File: src/rtl/pond_out_fifo_pkg.sv
// Shared pond types and sizing helpers used by the pond output buffer.
package pond_pkg;

    localparam int unsigned POND_DATA_WIDTH        = 16;
    localparam int unsigned POND_OUT_DEPTH_DEFAULT = 4;

    typedef logic [POND_DATA_WIDTH-1:0] pond_word_t;

    // Pointer width: index bits plus one wrap bit.
    function automatic int unsigned ptr_w(input int unsigned depth);
        return $clog2(depth) + 1;
    endfunction

endpackage

File: src/rtl/pond_out_fifo_ptr.sv
// Wrapping FIFO pointer with an extra wrap bit; clear has priority over increment.
module pond_out_fifo_ptr
    import pond_pkg::*;
#(
    parameter int unsigned DEPTH = POND_OUT_DEPTH_DEFAULT
) (
    input  logic                    clk,
    input  logic                    rst_n,
    input  logic                    i_clr,
    input  logic                    i_inc,
    output logic [ptr_w(DEPTH)-1:0] o_ptr
);

    localparam int unsigned PW = ptr_w(DEPTH);

    logic [PW-1:0] r_ptr;

    // DEPTH is a power of two, so a plain binary increment wraps the index and toggles the wrap bit.
    always_ff @(posedge clk or negedge rst_n) begin
        if (!rst_n) begin
            r_ptr <= '0;
        end else if (i_clr) begin
            r_ptr <= '0;
        end else if (i_inc) begin
            r_ptr <= r_ptr + PW'(1);
        end
    end

    assign o_ptr = r_ptr;

endmodule

File: src/rtl/pond_out_fifo.sv
// Elastic output buffer behind the pond tile: drops pushes when full and flags sticky overflow.
// Optional zero-cycle empty bypass is enabled by defining POND_OUT_FIFO_BYPASS_EN.
module pond_out_fifo
    import pond_pkg::*;
#(
    parameter int unsigned DATA_WIDTH  = POND_DATA_WIDTH,
    parameter int unsigned DEPTH       = POND_OUT_DEPTH_DEFAULT,
    parameter int unsigned AFULL_LEVEL = DEPTH - 1
) (
    input  logic                         clk,
    input  logic                         rst_n,
    input  logic                         flush,
    input  logic                         push_valid,
    input  logic [DATA_WIDTH-1:0]        push_data,
    input  logic                         pop_ready,
    output logic                         pop_valid,
    output logic [DATA_WIDTH-1:0]        pop_data,
    output logic [$clog2(DEPTH+1)-1:0]   count,
    output logic                         empty,
    output logic                         full,
    output logic                         almost_full,
    output logic                         overflow
);

    localparam int unsigned PW = ptr_w(DEPTH);
    localparam int unsigned AW = PW - 1;
    localparam int unsigned CW = $clog2(DEPTH + 1);

    logic [DATA_WIDTH-1:0] r_mem [DEPTH];
    logic                  r_overflow;
    logic [PW-1:0]         w_rd_ptr;
    logic [PW-1:0]         w_wr_ptr;
    logic                  w_empty;
    logic                  w_full;
    logic                  w_bypass;
    logic                  w_bypass_take;
    logic                  w_pop_fire;
    logic                  w_push_acc;

    assign w_empty = (w_rd_ptr == w_wr_ptr);
    assign w_full  = (w_rd_ptr[AW-1:0] == w_wr_ptr[AW-1:0]) && (w_rd_ptr[AW] != w_wr_ptr[AW]);

`ifdef POND_OUT_FIFO_BYPASS_EN
    assign w_bypass = w_empty & push_valid & ~flush;
`else
    assign w_bypass = 1'b0;
`endif

    // A bypassed word consumed in the same cycle never touches the array.
    assign w_bypass_take = w_bypass & pop_ready;
    assign w_pop_fire    = ~w_empty & pop_ready & ~flush;
    assign w_push_acc    = push_valid & ~flush & ~w_bypass_take & (~w_full | w_pop_fire);

    pond_out_fifo_ptr #(.DEPTH(DEPTH)) u_rd_ptr (
        .clk   (clk),
        .rst_n (rst_n),
        .i_clr (flush),
        .i_inc (w_pop_fire),
        .o_ptr (w_rd_ptr)
    );

    pond_out_fifo_ptr #(.DEPTH(DEPTH)) u_wr_ptr (
        .clk   (clk),
        .rst_n (rst_n),
        .i_clr (flush),
        .i_inc (w_push_acc),
        .o_ptr (w_wr_ptr)
    );

    always_ff @(posedge clk) begin
        if (w_push_acc) begin
            r_mem[w_wr_ptr[AW-1:0]] <= push_data;
        end
    end

    // Sticky drop flag: only a push into a full buffer with no simultaneous pop sets it.
    always_ff @(posedge clk or negedge rst_n) begin
        if (!rst_n) begin
            r_overflow <= 1'b0;
        end else if (flush) begin
            r_overflow <= 1'b0;
        end else if (push_valid & w_full & ~w_pop_fire) begin
            r_overflow <= 1'b1;
        end
    end

    assign pop_valid   = ~w_empty | w_bypass;
    assign pop_data    = w_bypass ? push_data : r_mem[w_rd_ptr[AW-1:0]];
    assign count       = CW'(w_wr_ptr - w_rd_ptr);
    assign empty       = w_empty;
    assign full        = w_full;
    assign almost_full = (count >= CW'(AFULL_LEVEL));
    assign overflow    = r_overflow;

endmodule

File: config.mk
export PLATFORM = sky130hd
export DESIGN_NAME = pond_out_fifo
export DESIGN_NICKNAME = d
export VERILOG_FILES = /design/src/rtl/pond_out_fifo_pkg.sv /design/src/rtl/pond_out_fifo_ptr.sv /design/src/rtl/pond_out_fifo.sv
export SDC_FILE = /design/constraint.sdc
export NUM_CORES = 1
export LEC_CHECK = 0
export ABC_AREA = 1
export CORE_MARGIN = 4
export CORE_UTILIZATION = 48
export DETAILED_ROUTE_END_ITERATION = 10
export HOLD_SLACK_MARGIN = 0.1
export PLACE_DENSITY = 0.77
export SETUP_SLACK_MARGIN = 0.1
export SYNTH_ARGS = -nofsm -noshare
export SYNTH_HDL_FRONTEND = slang
export SYNTH_SLANG_ARGS = --single-unit
File: constraint.sdc
create_clock -name clk -period 2.83 [get_ports clk]
set_clock_uncertainty 0.2 [all_clocks]
set_input_delay 0.4245 -clock clk [delete_from_list [all_inputs] [get_ports clk]]
set_output_delay 0.4245 -clock clk [all_outputs]
set_load 0.03 [all_outputs]
### After elaboration in Yosys (flattened, before gate mapping)

Memory sizes are Yosys's and may differ from the RTL's.
Index checks and enable logic that the tools add are counted.

| storage, ports and cells | value |
|---|---|
| bits in registers | 7 |
| bits in writable memories | 64 |
| input bits | 21 |
| memories | 1 |

| operators by class | value |
|---|---|
| add/sub/neg operators | 3 |
| order comparisons | 1 |
| equality and inequality tests | 3 |
| mux-type cells | 8 |
| bitwise operators | 11 |
| reductions and logical operators | 4 |

Memory list:

| memory | words | width | rd ports | clocked after memory_dff | write ports | line | source |
|---|---|---|---|---|---|---|---|
| r_mem | 4 | 16 | 1 | 0 | 1 | pond_out_fifo.sv:29 | `logic [DATA_WIDTH-1:0] r_mem [DEPTH];` |

Operator list:

| operator | count |
|---|---|
| 3-bit 2-to-1 mux | 4 |
| 3-bit by 1-bit adder with 3-bit output, second input constant | 2 |
| 1-bit AND | 6 |
| 2-bit nonzero test | 3 |
| 1-bit 2-to-1 mux | 4 |
| 1-bit NOT | 4 |
| 3-bit == test | 1 |
| 3-bit by 2-bit >= comparator with 1-bit output, second input constant | 1 |
| 3-bit subtractor | 1 |
| 2-bit == test | 1 |
| 1-bit logical AND | 1 |
| 1-bit inequality test | 1 |
| 1-bit bitwise OR | 1 |

### Logic depth before layout (Yosys ltp)

| depth | value |
|---|---|
| depth in word-level cells | 8 |
| gate-level depth with buffers | 10 |
| gate-level depth less buffers | 9 |

### Modules after synthesis

Synthesis repeated with hierarchy kept, for this count alone.

| second synthesis, totals | value |
|---|---|
| cells, all modules | 227 |
| area, all modules | 3,026.7 µm² |

Modules (own cells, without submodules):

| module | instances | cells each | area an instance (µm²) | seq. area each (µm²) |
|---|---|---|---|---|
| pond_out_fifo | 1 | 193 | 2,741.4 | 1,946.9 |
| pond_out_fifo_ptr | 2 | 17 | 142.6 | 75.1 |

### Least setup slack after synthesis

OpenSTA, ideal clock, no wires.

| timing | value |
|---|---|
| path kind | reg-to-reg |
| from | reg u_rd_ptr.r_ptr[1] (netlist: u_rd_ptr.o_ptr[1]) |
| to | mem r_mem[0][0] (netlist bit), enable pin |
| arrival time | 2,095 ps |
| data required time | 2,241 ps |
| path slack | 147 ps |
| cell stages (with the launch flop) | 9 |
| path buffers | 1 |
| period minus slack after synthesis | 2,683 ps |
| cells stage by stage | dfrtp_1 > inv_1 > buf_4 > ha_1 > nand2_1 > inv_2 > o211ai_4 > nand2_4 > nor2_1 |

| on the way | value |
|---|---|
| longest elaborated chain between the ends | 8 |
| elaborated cells on any way between the ends | 11 |
| classes of those cells | eq/ne (2); mux (2); bitwise (6); reduce/logical (1) |

RTL lines:

| element | line | source |
|---|---|---|
| start: declaration | pond_out_fifo_ptr.sv:16 | `logic [PW-1:0] r_ptr;` |
| start signal: assignment | pond_out_fifo_ptr.sv:25 | `r_ptr <= r_ptr + PW'(1);` |
| 3-bit == test | pond_out_fifo.sv:40 | `assign w_empty = (w_rd_ptr == w_wr_ptr);` |
| 1-bit NOT | pond_out_fifo.sv:51 | `assign w_pop_fire = ~w_empty & pop_ready & ~flush;` |
| 1-bit AND (2 in series) | pond_out_fifo.sv:51 |  |
| 1-bit bitwise OR (*) | pond_out_fifo.sv:52 | `assign w_push_acc = push_valid & ~flush & ~w_bypass_take & (~w_full \| w_pop_fire);` |
| 1-bit AND (*) | pond_out_fifo.sv:52 |  |
| 1-bit 2-to-1 mux (*) | pond_out_fifo.sv:71 | `if (w_push_acc) begin` |
| 1-bit 2-to-1 mux (not written as such) (*) | pond_out_fifo.sv:72 | `r_mem[w_wr_ptr[AW-1:0]] <= push_data;` |
| end: declaration | pond_out_fifo.sv:29 |  |

Mark *: on every way between the ends. The rest lies on a longest branch, timed or not.

### Final worst setup path

| timing | value |
|---|---|
| from | reg u_rd_ptr.r_ptr[0] (netlist: u_rd_ptr.o_ptr[0]) |
| to | out count[0] |

| on the way | value |
|---|---|
| longest elaborated chain between the ends | 1 |

RTL lines:

| element | line | source |
|---|---|---|
| 3-bit subtractor | pond_out_fifo.sv:89 | `assign count = CW'(w_wr_ptr - w_rd_ptr);` |
| end: declaration | pond_out_fifo.sv:18 | `output logic [$clog2(DEPTH+1)-1:0] count,` |

Every way passes these cells.

==> flow_metrics.tcl <==
set metrics [dict create \
    seq_area_mm2 0.002098 \
    drt_pre_antenna_iters 4 \
    critPathCaptureType "output pin" \
    post_drt_via_cell_ratio 5.273 \
    post_layout_nonfiller_instances 366 \
    pwr-share-clk 0.310 \
    num_rows 28 \
    clock_sinks 71 \
    wl_met2_um 2932 \
    grt_pass1_vias 1943 \
    fillerInstances 456 \
    die-width_um 86.53 \
    cts_tree "yes" \
    hold_viol_final 0 \
    tightest_slew_ns 0.3640 \
    final_layout_size_suffix_gt1_frac 0.1753 \
    wl_met1_um 2597 \
    cts.path.max_buffers 2 \
    hold_path_class "input pin to asynchronous set/reset pin" \
    seqPwrFrac 0.396 \
    boundaryPins 45 \
    setup_viol 0 \
    netSwitchingFraction 0.3098 \
    drv_cap 0 \
    ctsHtreeMaxLevel 3 \
    post-route-period-util 0.9303 \
    status "finished clean" \
    dr_total_vias 1930 \
    highest_layer "met4" \
    clock_latency_ns 0.34 \
    grt_usage 0.1687 \
    crit_required_ns 2.21 \
    synth_area_mm2 0.002960 \
    fmax_mhz 379.8 \
    area_growth_pct 28.78 \
    die-area_mm2 0.007487 \
    synth_area_leaders "edfxtp_1, dfrtp_1, o21ai_0" \
    drv_slew 0 \
    place_congestion 0.8397 \
    layout_min_cycle_time_ns 2.633 \
    pwr-share-comb 0.294 \
    p_switching_w 0.0009441 \
    root_buffer "clkbuf_8" \
    wire_per_inst_um 16.32 \
    multiInputGateArea_um2 747.0 \
    grt_antenna_before_repair 0 \
    crit_arrival_ns 2.01 \
    routed_wl_um 5972 \
    fin_setup_tns_ns 0 \
    critPathMaxFanout 17 \
    initial_core_util 0.4971 \
    portBuffers 44 \
    synth-warning-count 0 \
    intPower_w 0.002103 \
    syn_nets 256 \
    dp_cells 348 \
    nets 315 \
    n_antenna_cell 0 \
    ys_seq_area_frac 0.7084 \
    crit_path_start_kind "flop" \
    grt_max_degree 35 \
    route.met3.wl_um 346 \
    leakage_nw 1.528 \
    ys_ff_latch 71 \
    startpoint "u_rd_ptr.o_ptr[0]" \
    clkTransAtPathRegs_ns 0.07 \
    gr-total-overflow 0 \
    place_hpwl_um 3619 \
    drc 0 \
    synth_cells 227 \
    rsz0062_at_grt "no" \
    ir_worst_vdd_v 0.0004539 \
    syn_avg_cell_area_um2 13.04 \
    cts_buffers 9 \
    yosysTopAreaCell "edfxtp_1" \
    power_density_mw_per_mm2 799.3 \
    worst-setup-path-type "flop to output pin" \
    grt_pass1_wl_um 9439 \
    drt_iter0_drc 87 \
    synth.distinct_cells 22 \
    max_slew_margin 0.7564 \
    die_h_um 86.53 \
    r2r_start "u_rd_ptr.o_ptr[1]" \
    synth_top_area_share 0.6492 \
    ant_nets 0 \
    coreArea_mm2 0.005956 \
]
==> repair_timing <==
item / 4_1_cts / 5_1_grt
buffers inserted: 0 / 1
endpoints found under the setup margin: 9 / 14
hold buffers: 0 / 0
pin swaps: 0 / 1
gates resized for setup: 5 / 15
cloned: 0 / 1
==> layer usage <==
layer,GRT usage,vias to the layer above
met4,0.07507,0
met2,0.2650,60
li1,-,932
met5,0,-
met3,0.05323,10
met1,0.2152,928
==> cell type report <==
cell class / count / area share
clock buffers: 10 / 0.03348
multi-input cells: 129 / 0.1959
inverters: 19 / 0.01936
repair buffers: 56 / 0.1480
flip-flops and latches: 71 / 0.5504
clock inverters: 6 / 0.02822
well taps: 75 / 0.02461
==> placed cells by master, fill, tap and decap left out, drive strengths merged, types with 7 or more instances in the layout <==
master	netlist	layout
o21ai	35	35
o22ai	16	16
nand3	8	8
dfrtp	7	7
ha	7	7
clkdlybuf4s50	0	22
dlymetal6s2s	0	11
clkbuf	0	11
buf	8	19
inv	19	20
nand2	17	17
edfxtp	64	64
nor2	39	39
==> Yosys cell counts (all sizes together) <==
cell type  count
o22ai         16
edfxtp        64
nand3          8
o2111ai        1
buf            8
fa             1
o21ai         35
xor2           3
a21oi          1
nor2          39
nand2         17
ha             7
inv           19
dfrtp          7
o211ai         1
==> state kept, by name, summed over array words and instances (netlist names) <==
register        count
u_rd_ptr.o_ptr      3
r_mem              64
u_wr_ptr.o_ptr      3
overflow            1
==> metrics by stage <==
step             util  total power, W  hold WS (ns)  worst slack [ns]  area [um2]
6_report       0.6401        0.003047        0.1544            0.1972        3812
5_1_grt        0.6401        0.003196        0.1648            0.1152        3812
4_1_cts        0.6284        0.003040        0.1505            0.1349        3742
3_5_place_dp   0.5884        0.002099        0.3315            0.4226        3505
3_3_place_gp   0.5884        0.002088        0.3206            0.4457        3505
2_1_floorplan       -        0.001765      -0.07109            0.1465        2960
==> path summary, 6_finish.rpt <==
kind	end	slack, ns	cells past startpoint
hold reg to reg	overflow	0.34	2
max in group asynchronous	u_rd_ptr.o_ptr[0]	2.00	1
setup reg to reg	r_mem[0][1]	0.52	9
hold / removal	u_wr_ptr.o_ptr[1]	0.15	1
setup / recovery	count[0]	0.20	4
min in group clk	overflow	0.34	2
==> power groups by stage <==
stage / Sequential, W / Combinational (W) / Clock [W]
after CTS: 0.00120 / 0.000875 / 0.000961
after detailed placement: 0.00122 / 0.000874 / 0
after global placement: 0.00122 / 0.000866 / 0
after floorplan: 0.00123 / 0.000537 / 0
final: 0.00121 / 0.000896 / 0.000944
after global routing: 0.00121 / 0.000970 / 0.00102
==> critical path, cell delays in order (launching register included) <==
cell and delay [ns]:
dfrtp_2 0.45, buf_12 0.17, ha_1 0.33, inv_1 0.06, clkdlybuf4s50_1 0.66
==> logic make-up (layout without fill, tap and decap cells) <==
group / after synthesis / count (layout) / share of synthesized area
DFF: 71 / 71 / 0.7084
AOI/OAI and AO/OA: 54 / 54 / 0.1074
buffers and inverters: 27 / 91 / 0.03931
and+or+nand+nor: 64 / 64 / 0.09975
xor gates and xnor gates: 3 / 3 / 0.008877
adders and majority gates: 8 / 8 / 0.03635
(Power assumes the default switching activity.)
